--- src/rtl/div_unit_if.sv ---
// Request/response bundle between the EX stage and the iterative divider.
// clk and rst stay outside the bundle as plain ports.
interface div_unit_if #(
  parameter int W = 32
);
  logic           start;
  logic           signed_div;
  logic [W-1:0]   a;
  logic [W-1:0]   b;
  logic           cancel;
  logic           busy;
  logic           ready;
  logic [2*W-1:0] result;

  modport master (
    output start, signed_div, a, b, cancel,
    input  busy, ready, result
  );

  modport slave (
    input  start, signed_div, a, b, cancel,
    output busy, ready, result
  );
endinterface

--- src/rtl/div_unit.sv ---
// Radix-2 restoring divider for DIV/DIVU: W shift-subtract steps, result = {remainder, quotient}.
// Signed operands are divided as magnitudes and the signs are applied on the final step.
module div_unit #(
  parameter int W = 32
) (
  input  logic      clk,
  input  logic      rst,
  div_unit_if.slave dif
);
  localparam logic [1:0] S_IDLE    = 2'd0;
  localparam logic [1:0] S_DIVZERO = 2'd1;
  localparam logic [1:0] S_ON      = 2'd2;
  localparam logic [1:0] S_DONE    = 2'd3;
  localparam int CW = $clog2(W) + 1;

  logic [1:0]     state_q, state_d;
  logic [CW-1:0]  cnt_q, cnt_d;
  logic [W-1:0]   quo_q, quo_d;
  logic [W-1:0]   rem_q, rem_d;
  logic [W-1:0]   dsr_q, dsr_d;
  logic           negq_q, negq_d;
  logic           negr_q, negr_d;
  logic [2*W-1:0] result_q, result_d;

  logic [W:0]     shift_rem;
  logic [W:0]     trial;
  logic           fit;
  logic [W-1:0]   rem_step;
  logic [W-1:0]   quo_step;
  logic [W-1:0]   mag_a;
  logic [W-1:0]   mag_b;

  // One restoring step: dividend bits enter the partial remainder MSB first.
  assign shift_rem = {rem_q, quo_q[W-1]};
  assign trial     = shift_rem - {1'b0, dsr_q};
  assign fit       = ~trial[W];
  assign rem_step  = fit ? trial[W-1:0] : shift_rem[W-1:0];
  assign quo_step  = {quo_q[W-2:0], fit};

  assign mag_a = (dif.signed_div && dif.a[W-1]) ? -dif.a : dif.a;
  assign mag_b = (dif.signed_div && dif.b[W-1]) ? -dif.b : dif.b;

  always_comb begin
    state_d  = state_q;
    cnt_d    = cnt_q;
    quo_d    = quo_q;
    rem_d    = rem_q;
    dsr_d    = dsr_q;
    negq_d   = negq_q;
    negr_d   = negr_q;
    result_d = result_q;
    if (dif.cancel) begin
      state_d = S_IDLE;
    end else begin
      case (state_q)
        S_IDLE: begin
          if (dif.start) begin
            if (dif.b != '0) begin
              quo_d   = mag_a;
              rem_d   = '0;
              dsr_d   = mag_b;
              negq_d  = dif.signed_div && (dif.a[W-1] ^ dif.b[W-1]);
              negr_d  = dif.signed_div && dif.a[W-1];
              cnt_d   = '0;
              state_d = S_ON;
            end else begin
              // Raw dividend is parked in the quotient register for the remainder.
              quo_d   = dif.a;
              state_d = S_DIVZERO;
            end
          end
        end
        S_DIVZERO: begin
          result_d = {quo_q, {W{1'b1}}};
          state_d  = S_DONE;
        end
        S_ON: begin
          rem_d = rem_step;
          quo_d = quo_step;
          cnt_d = cnt_q + 1'b1;
          if (cnt_q == CW'(W - 1)) begin
            result_d = {negr_q ? -rem_step : rem_step,
                        negq_q ? -quo_step : quo_step};
            state_d  = S_DONE;
          end
        end
        default: state_d = S_IDLE;
      endcase
    end
  end

  always_ff @(posedge clk or posedge rst) begin
    if (rst) begin
      state_q  <= S_IDLE;
      cnt_q    <= '0;
      quo_q    <= '0;
      rem_q    <= '0;
      dsr_q    <= '0;
      negq_q   <= 1'b0;
      negr_q   <= 1'b0;
      result_q <= '0;
    end else begin
      state_q  <= state_d;
      cnt_q    <= cnt_d;
      quo_q    <= quo_d;
      rem_q    <= rem_d;
      dsr_q    <= dsr_d;
      negq_q   <= negq_d;
      negr_q   <= negr_d;
      result_q <= result_d;
    end
  end

  assign dif.busy   = (state_q == S_DIVZERO) || (state_q == S_ON);
  assign dif.ready  = (state_q == S_DONE);
  assign dif.result = result_q;
endmodule

--- src/flat_wrapper.sv ---
// flat-port wrapper written by rule: the top's interface ports become plain ports
module div_unit_flat 
#(
  parameter int W = 32
)
  (clk, rst, dif_start, dif_signed_div, dif_a, dif_b, dif_cancel, dif_busy, dif_ready, dif_result);
  div_unit_if #(.W(W)) dif_i ();
  input  logic clk;
  input  logic rst;
  input wire logic [$bits(dif_i.start)-1:0] dif_start;
  input wire logic [$bits(dif_i.signed_div)-1:0] dif_signed_div;
  input wire logic [$bits(dif_i.a)-1:0] dif_a;
  input wire logic [$bits(dif_i.b)-1:0] dif_b;
  input wire logic [$bits(dif_i.cancel)-1:0] dif_cancel;
  output wire logic [$bits(dif_i.busy)-1:0] dif_busy;
  output wire logic [$bits(dif_i.ready)-1:0] dif_ready;
  output wire logic [$bits(dif_i.result)-1:0] dif_result;
  assign dif_i.start = dif_start;
  assign dif_i.signed_div = dif_signed_div;
  assign dif_i.a = dif_a;
  assign dif_i.b = dif_b;
  assign dif_i.cancel = dif_cancel;
  assign dif_busy = dif_i.busy;
  assign dif_ready = dif_i.ready;
  assign dif_result = dif_i.result;
  div_unit #(.W(W)) u_core (.clk(clk), .rst(rst), .dif(dif_i));
endmodule
--- config.mk ---
export PLATFORM = sky130hd
export DESIGN_NAME = div_unit_flat
export DESIGN_NICKNAME = d
export VERILOG_FILES = /design/src/rtl/div_unit_if.sv /design/src/rtl/div_unit.sv /design/src/flat_wrapper.sv
export SDC_FILE = /design/constraint.sdc
export NUM_CORES = 1
export LEC_CHECK = 0
export CAP_MARGIN = 20
export CORE_MARGIN = 5
export CORE_UTILIZATION = 47
export CTS_CLUSTER_SIZE = 12
export DETAILED_ROUTE_END_ITERATION = 12
export GPL_TIMING_DRIVEN = 0
export PLACE_DENSITY = 0.71
export SLEW_MARGIN = 20
export SYNTH_ARGS = -nofsm -noshare
export SYNTH_HDL_FRONTEND = slang
export SYNTH_SLANG_ARGS = --single-unit
--- constraint.sdc ---
create_clock -name clk -period 5.7 [get_ports clk]
set_input_delay 1.14 -clock clk [delete_from_list [all_inputs] [get_ports clk]]
set_output_delay 1.14 -clock clk [all_outputs]
set_load 0.03 [all_outputs]
---- Yosys cells after proc, flatten, opt, wreduce, memory -nomap -nowiden ----
Cells that the tools add are included.
W data, S select, Z words.
cells by class
  bitwise gates (word level) .............. 3
  reduce and logical (&&, ||, !) cells .... 13
  eq/ne operators ......................... 9
  add/sub/neg operators ................... 6
  mux-type cells .......................... 21
operators by type and width
  kind                   count
  $mux W32               9
  $neg A32 Y32           4
  $pmux W32 S2           2
  $pmux W64 S2           1
  $mux W64               1
  $sub A33 B32 Y33       1
  $reduce_bool A32 Y1    1
  $mux W6                2
  $pmux W6 S2            1
  $mux W2                4
  $reduce_and A4 Y1      2
  $add A6 B1 Y6 const B  1
  $eq A6 B5 Y1 const B   1
  $pmux W2 S3            1
  $reduce_and A3 Y1      2
  $eq A2 B2 Y1 const B   2
  $ne A2 B1 Y1 const B   2
  $reduce_bool A2 Y1     2
  $logic_and A1 B1 Y1    3
  $ne A3 B2 Y1 const B   1
  $ne A3 B3 Y1 const B   1
  $eq A2 B1 Y1 const B   1
  $logic_not A2 Y1       1
  $ne A2 B2 Y1 const B   1
  other kinds (4)        5
storage, ports and cells
  output and inout bits ................... 66
  word-level logic and storage cells ...... 60
  input port bits ......................... 69
  flip-flop bits (word level) ............. 170

---- Logic depth before layout (Yosys ltp) ----
  word-level depth ........................ 6
  depth in mapped cells ................... 22
  gate-level depth less buffers ........... 21

---- Least setup slack after synthesis ----
No wires, ideal clock.
  path kind ............................... reg-to-reg
  from .................................... register u_core.quo_q[31]
  to ...................................... register u_core.result_q[26], in the netlist u_core.dif.result[26]
  buffers on the path ..................... 2
  setup slack ............................. 1.080 ns
  setup time .............................. 0.142 ns
  data required time ...................... 5.558 ns
  arrival ................................. 4.478 ns
  period minus slack after synthesis ...... 4.620 ns
  stages on the path, launching flop included .. 21
  cells stage by stage .................... dfrtp_1 inv_1 ha_1 inv_1 fa_1 a211oi_2 o211ai_2 nand4_1 a211oi_2 mux2i_1 nor2_1 inv_2 buf_1 buf_1 ha_1 nand2_1 or4_4 or3_4 o31ai_4 xor2_1 a21oi_1
between the ends
  cells in the longest elaborated chain, start to end .. 6
RTL lines
  element                 line             text
  from (decl)             div_unit.sv:18   logic [W-1:0] quo_q, quo_d;
  from (signal assigned)  div_unit.sv:105  quo_q <= quo_d;
  $sub A33 B32 Y33        div_unit.sv:35   assign trial = shift_rem - {1'b0, dsr_q};
  $not A1 Y1              div_unit.sv:36   assign fit = ~trial[W];
  $neg A32 Y32            div_unit.sv:83   negq_q ? -quo_step : quo_step};
  $mux W32                div_unit.sv:83
  $mux W64                div_unit.sv:81   if (cnt_q == CW'(W - 1)) begin
  $pmux W64 S2            div_unit.sv:55   case (state_q)
  to (signal assigned)    div_unit.sv:110  result_q <= result_d;
  to (decl)               div_unit.sv:23   logic [2*W-1:0] result_q, result_d;
Every way passes these cells. The select of a mux whose other input is x is not followed.
A chain may end at the register's enable or synchronous reset.

---- Worst setup path in the final report ----
  from .................................... register u_core.quo_q[31]
  to ...................................... register u_core.result_q[54], in the netlist u_core.dif.result[54]
between the ends
  cells in the longest elaborated chain, start to end .. 6
RTL lines
  element           line            text
  $sub A33 B32 Y33  div_unit.sv:35
  $mux W32 *        div_unit.sv:37  assign rem_step = fit ? trial[W-1:0] : shift_rem[W-1:0];
  $neg A32 Y32      div_unit.sv:82  result_d = {negr_q ? -rem_step : rem_step,
  $mux W32 *        div_unit.sv:82
  $mux W64 *        div_unit.sv:81
  $pmux W64 S2 *    div_unit.sv:55
Every way passes the cells marked *; elsewhere a longest branch is shown, timed or not. The select of a mux whose other input is x is not followed.

==> flow_summary.json <==
{
  "status": "finished, final reports clean",
  "clockPowerShare_pct": 15.4,
  "skew_ns": 0.0128,
  "pre_cts_slack_ns": -1.01,
  "async_flop_share_pct": 100,
  "syn_nets": 1666,
  "grt_pass1_vias": 12299,
  "wl_per_cell_um": 21.1,
  "synth.avg_cell_area_um2": 8.14,
  "switching_share_pct": 49.8,
  "via_per_inst": 6.17,
  "grt_max_degree": 33,
  "postSynthCellCount": 1556,
  "finalSetupViolCount": 0,
  "crit_path_start_kind": "flip-flop",
  "die_y_um": 174,
  "grt_overflow_total": 0,
  "cts.htree.levels": 4,
  "worstSkewPairLatency_ns": 0.45,
  "p_per_area_mw_per_mm2": 507,
  "path_class": "reg2reg",
  "maxCapViolCount": 0,
  "crit_arrival_ns": 5.87,
  "initial_core_util_pct": 47.4,
  "max_freq_ghz": 0.181,
  "yosys_warnings": 0,
  "synth-seq-cells": 170,
  "worst_pin_slew_ns": 1.04,
  "clock_path_buffers": 2,
  "fp.dieArea_mm2": 0.0303,
  "antenna_found_initial": 0,
  "cts.clk_slew.worst_paths_ns": 0.07,
  "cts_tree": "built",
  "p_switching_mw": 3.84,
  "firstDrtPassIters": 5,
  "die_w_um": 174,
  "critical_path_required_ns": 6.04,
  "ys_seq_area_share_pct": 33.6,
  "slew_headroom_pct": 30.4,
  "dpl.hpwl_um": 34500,
  "cp_max_fo": 19,
  "grt_pass1_wl_um": 68500,
  "place_congestion": 0.942,
  "ys_types": 89,
  "route.detailed.drc": 0,
  "num_rows": 60,
  "core_mm2": 0.0267,
  "pwr-share-seq_pct": 27.1,
  "placed_area_mm2": 0.0146,
  "hold_viol_final": 0,
  "wl_um": 43700,
  "vdd_drop_max_v": 0.000386,
  "use_met1_pct": 39.9,
  "gr-max-usage-layer": "met2",
  "postCtsHoldBufs": 0,
  "final_cell_mix": "nand2_1 (212), dfrtp_1 (170), clkdlybuf4s50_1 (134), nor2_1 (131), a21oi_1 (121)",
  "rrSetupSlack_ns": 0.17,
  "internal-power_mw": 3.87,
  "synth_edf_count": 0,
  "syn_area_mm2": 0.0127,
  "p_leak_nw": 6.26,
  "clock_sinks": 170,
  "nNetsFinal": 1825,
  "numCtsBuffers": 17,
  "comb_power_share_pct": 57.4,
  "gr-usage-met2_pct": 43.6,
  "grt_usage_pct": 28.3,
  "holdCritPathClass": "reg2reg",
  "finalCritPeriodShare_pct": 97.1,
  "numPortBuffers": 134,
  "ios": 135,
  "min_period_ns": 5.53,
  "grt_util_met3_pct": 5.85,
  "layout_commonest_cell": "nand2_1",
  "initialDrtViolationCount": 1412,
  "fin_ws_ns": 0.166,
  "slew_viol_final": 0,
  "cts-root-buf": "clkbuf_16",
  "final_cell_area_mm2": 0.0152,
  "endpoint_kind": "flip-flop",
  "ant_nets": 0,
  "synthFlopType": "dfrtp_1",
  "drive_above_1_share_pct": 7.00,
  "vias": 12775,
  "finish.utilization_pct": 56.9,
  "syn2layout_area_growth_pct": 20.0
}
[power groups by stage]
stage               Clock [mW]  Sequential (mW)  Combinational (mW)
floorplan                    0             2.39                2.48
global placement             0             2.08                4.23
detailed placement           0             2.10                4.31
CTS                       1.19             2.08                4.35
global route              1.24             2.13                4.81
finish                    1.19             2.09                4.43
[registers in the layout (all words and copies together) (netlist names)]
name / cells
u_core.dif.result: 64
u_core.dsr_q: 32
u_core.quo_q: 32
u_core.rem_q: 32
u_core.cnt_q: 6
u_core.state_q: 2
u_core.negq_q: 1
u_core.negr_q: 1
[through the flow]
step | TNS (ns) | power, mW | cells | hold WS [ns]
final | 0 | 7.72 | 2070 | 0.488
after floorplan | 0 | 4.87 | 1556 | 0.458
after detailed placement | -7.92 | 6.41 | 2037 | 0.480
after CTS | 0 | 7.62 | 2068 | 0.496
after global placement | -7.58 | 6.32 | 2031 | 0.464
after global routing | -0.0797 | 8.19 | 2069 | 0.525
[layer usage]
layer / up-vias / share of wire, % / wire length (um)
li1: 5882 / - / -
met1: 6273 / 44 / 19100
met2: 545 / 45 / 19700
met3: 75 / 8.3 / 3630
met4: 0 / 2.8 / 1230
met5: - / 0 / 0
[critical path, cell delays in order (launching register included)]
cell,delay (ns)
dfrtp_1,0.51
inv_2,0.20
ha_1,0.19
inv_1,0.05
fa_1,0.42
a211oi_2,0.31
o211ai_2,0.18
nand4_1,0.13
buf_4,0.15
a211oi_4,0.08
mux2i_4,0.26
nor2_1,0.20
clkbuf_4,0.29
buf_6,0.25
mux2i_2,0.41
ha_4,0.24
nand3_1,0.11
a2111oi_2,0.39
a41oi_1,0.17
o31ai_1,0.37
xnor2_1,0.19
a21oi_1,0.10
a21o_1,0.18
[path summary, 6_finish.rpt]
check                                      start  depth (start not counted)               endpoint
max                             u_core.quo_q[31]                         22  u_core.dif.result[54]
min                        u_core.dif.result[39]                          2  u_core.dif.result[39]
max reg2reg                     u_core.quo_q[31]                         22  u_core.dif.result[54]
min reg2reg                u_core.dif.result[39]                          2  u_core.dif.result[39]
max in group asynchronous                    rst                          4       u_core.rem_q[25]
min in group asynchronous                    rst                          2  u_core.dif.result[13]
[timing repair]
action	in CTS	in global routing
setup buffers	1	1
pin swaps	1	2
gates resized for setup	6	8
setup endpoints to repair	22	12
[Yosys cell counts (all sizes together), types with 4 or more instances]
library cell | instances | area share (%)
nand2 | 212 | 6.3
dfrtp | 170 | 34
o21ai | 162 | 6.4
nor2 | 132 | 4.0
a21oi | 123 | 4.9
xor2 | 77 | 5.3
inv | 63 | 1.9
clkbuf | 62 | 1.8
xnor2 | 60 | 4.1
o31ai | 51 | 3.1
mux2i | 49 | 3.9
ha | 40 | 3.9
nand3 | 29 | 1.1
buf | 25 | 1.1
or3 | 24 | 1.3
mux2 | 23 | 2.0
nor3 | 22 | 0.87
a31oi | 21 | 1.1
nand4 | 15 | 0.79
and3 | 14 | 0.69
nor4 | 13 | 0.79
o211ai | 13 | 0.81
nand2b | 12 | 0.59
a21o | 11 | 0.65
and2 | 11 | 0.54
o41ai | 10 | 0.93
a211oi | 9 | 0.61
or2 | 8 | 0.39
or4 | 8 | 0.56
o21bai | 6 | 0.36
a2111oi | 5 | 0.36
a21boi | 5 | 0.30
and4 | 5 | 0.35
o21a | 5 | 0.30
a31o | 4 | 0.28
nor2b | 4 | 0.20
[cell families after synthesis]
family,after synthesis,share of synthesized area [%]
xor gates and xnor gates,137,9.47
buffers and inverters,151,4.79
adders and majority gates,41,4.11
and+or+nand+nor,526,19.6
muxes,72,5.91
DFF,170,33.6
AOI/OAI and AO/OA,459,22.5
[cell type report]
| class | count | area, um2 |
|---|---|---|
| Tap cell | 341 | 427 |
| Inverter | 64 | 245 |
| Buffer | 85 | 368 |
| Fill cell | 2473 | 11500 |
| Antenna cell | 1 | 2.50 |
| Multi-Input combinational cell | 1235 | 7860 |
| Sequential cell | 170 | 4250 |
| Clock inverter | 14 | 146 |
| Timing Repair Buffer | 142 | 1460 |
| Clock buffer | 18 | 439 |
Power figures use the tool's default switching activity.
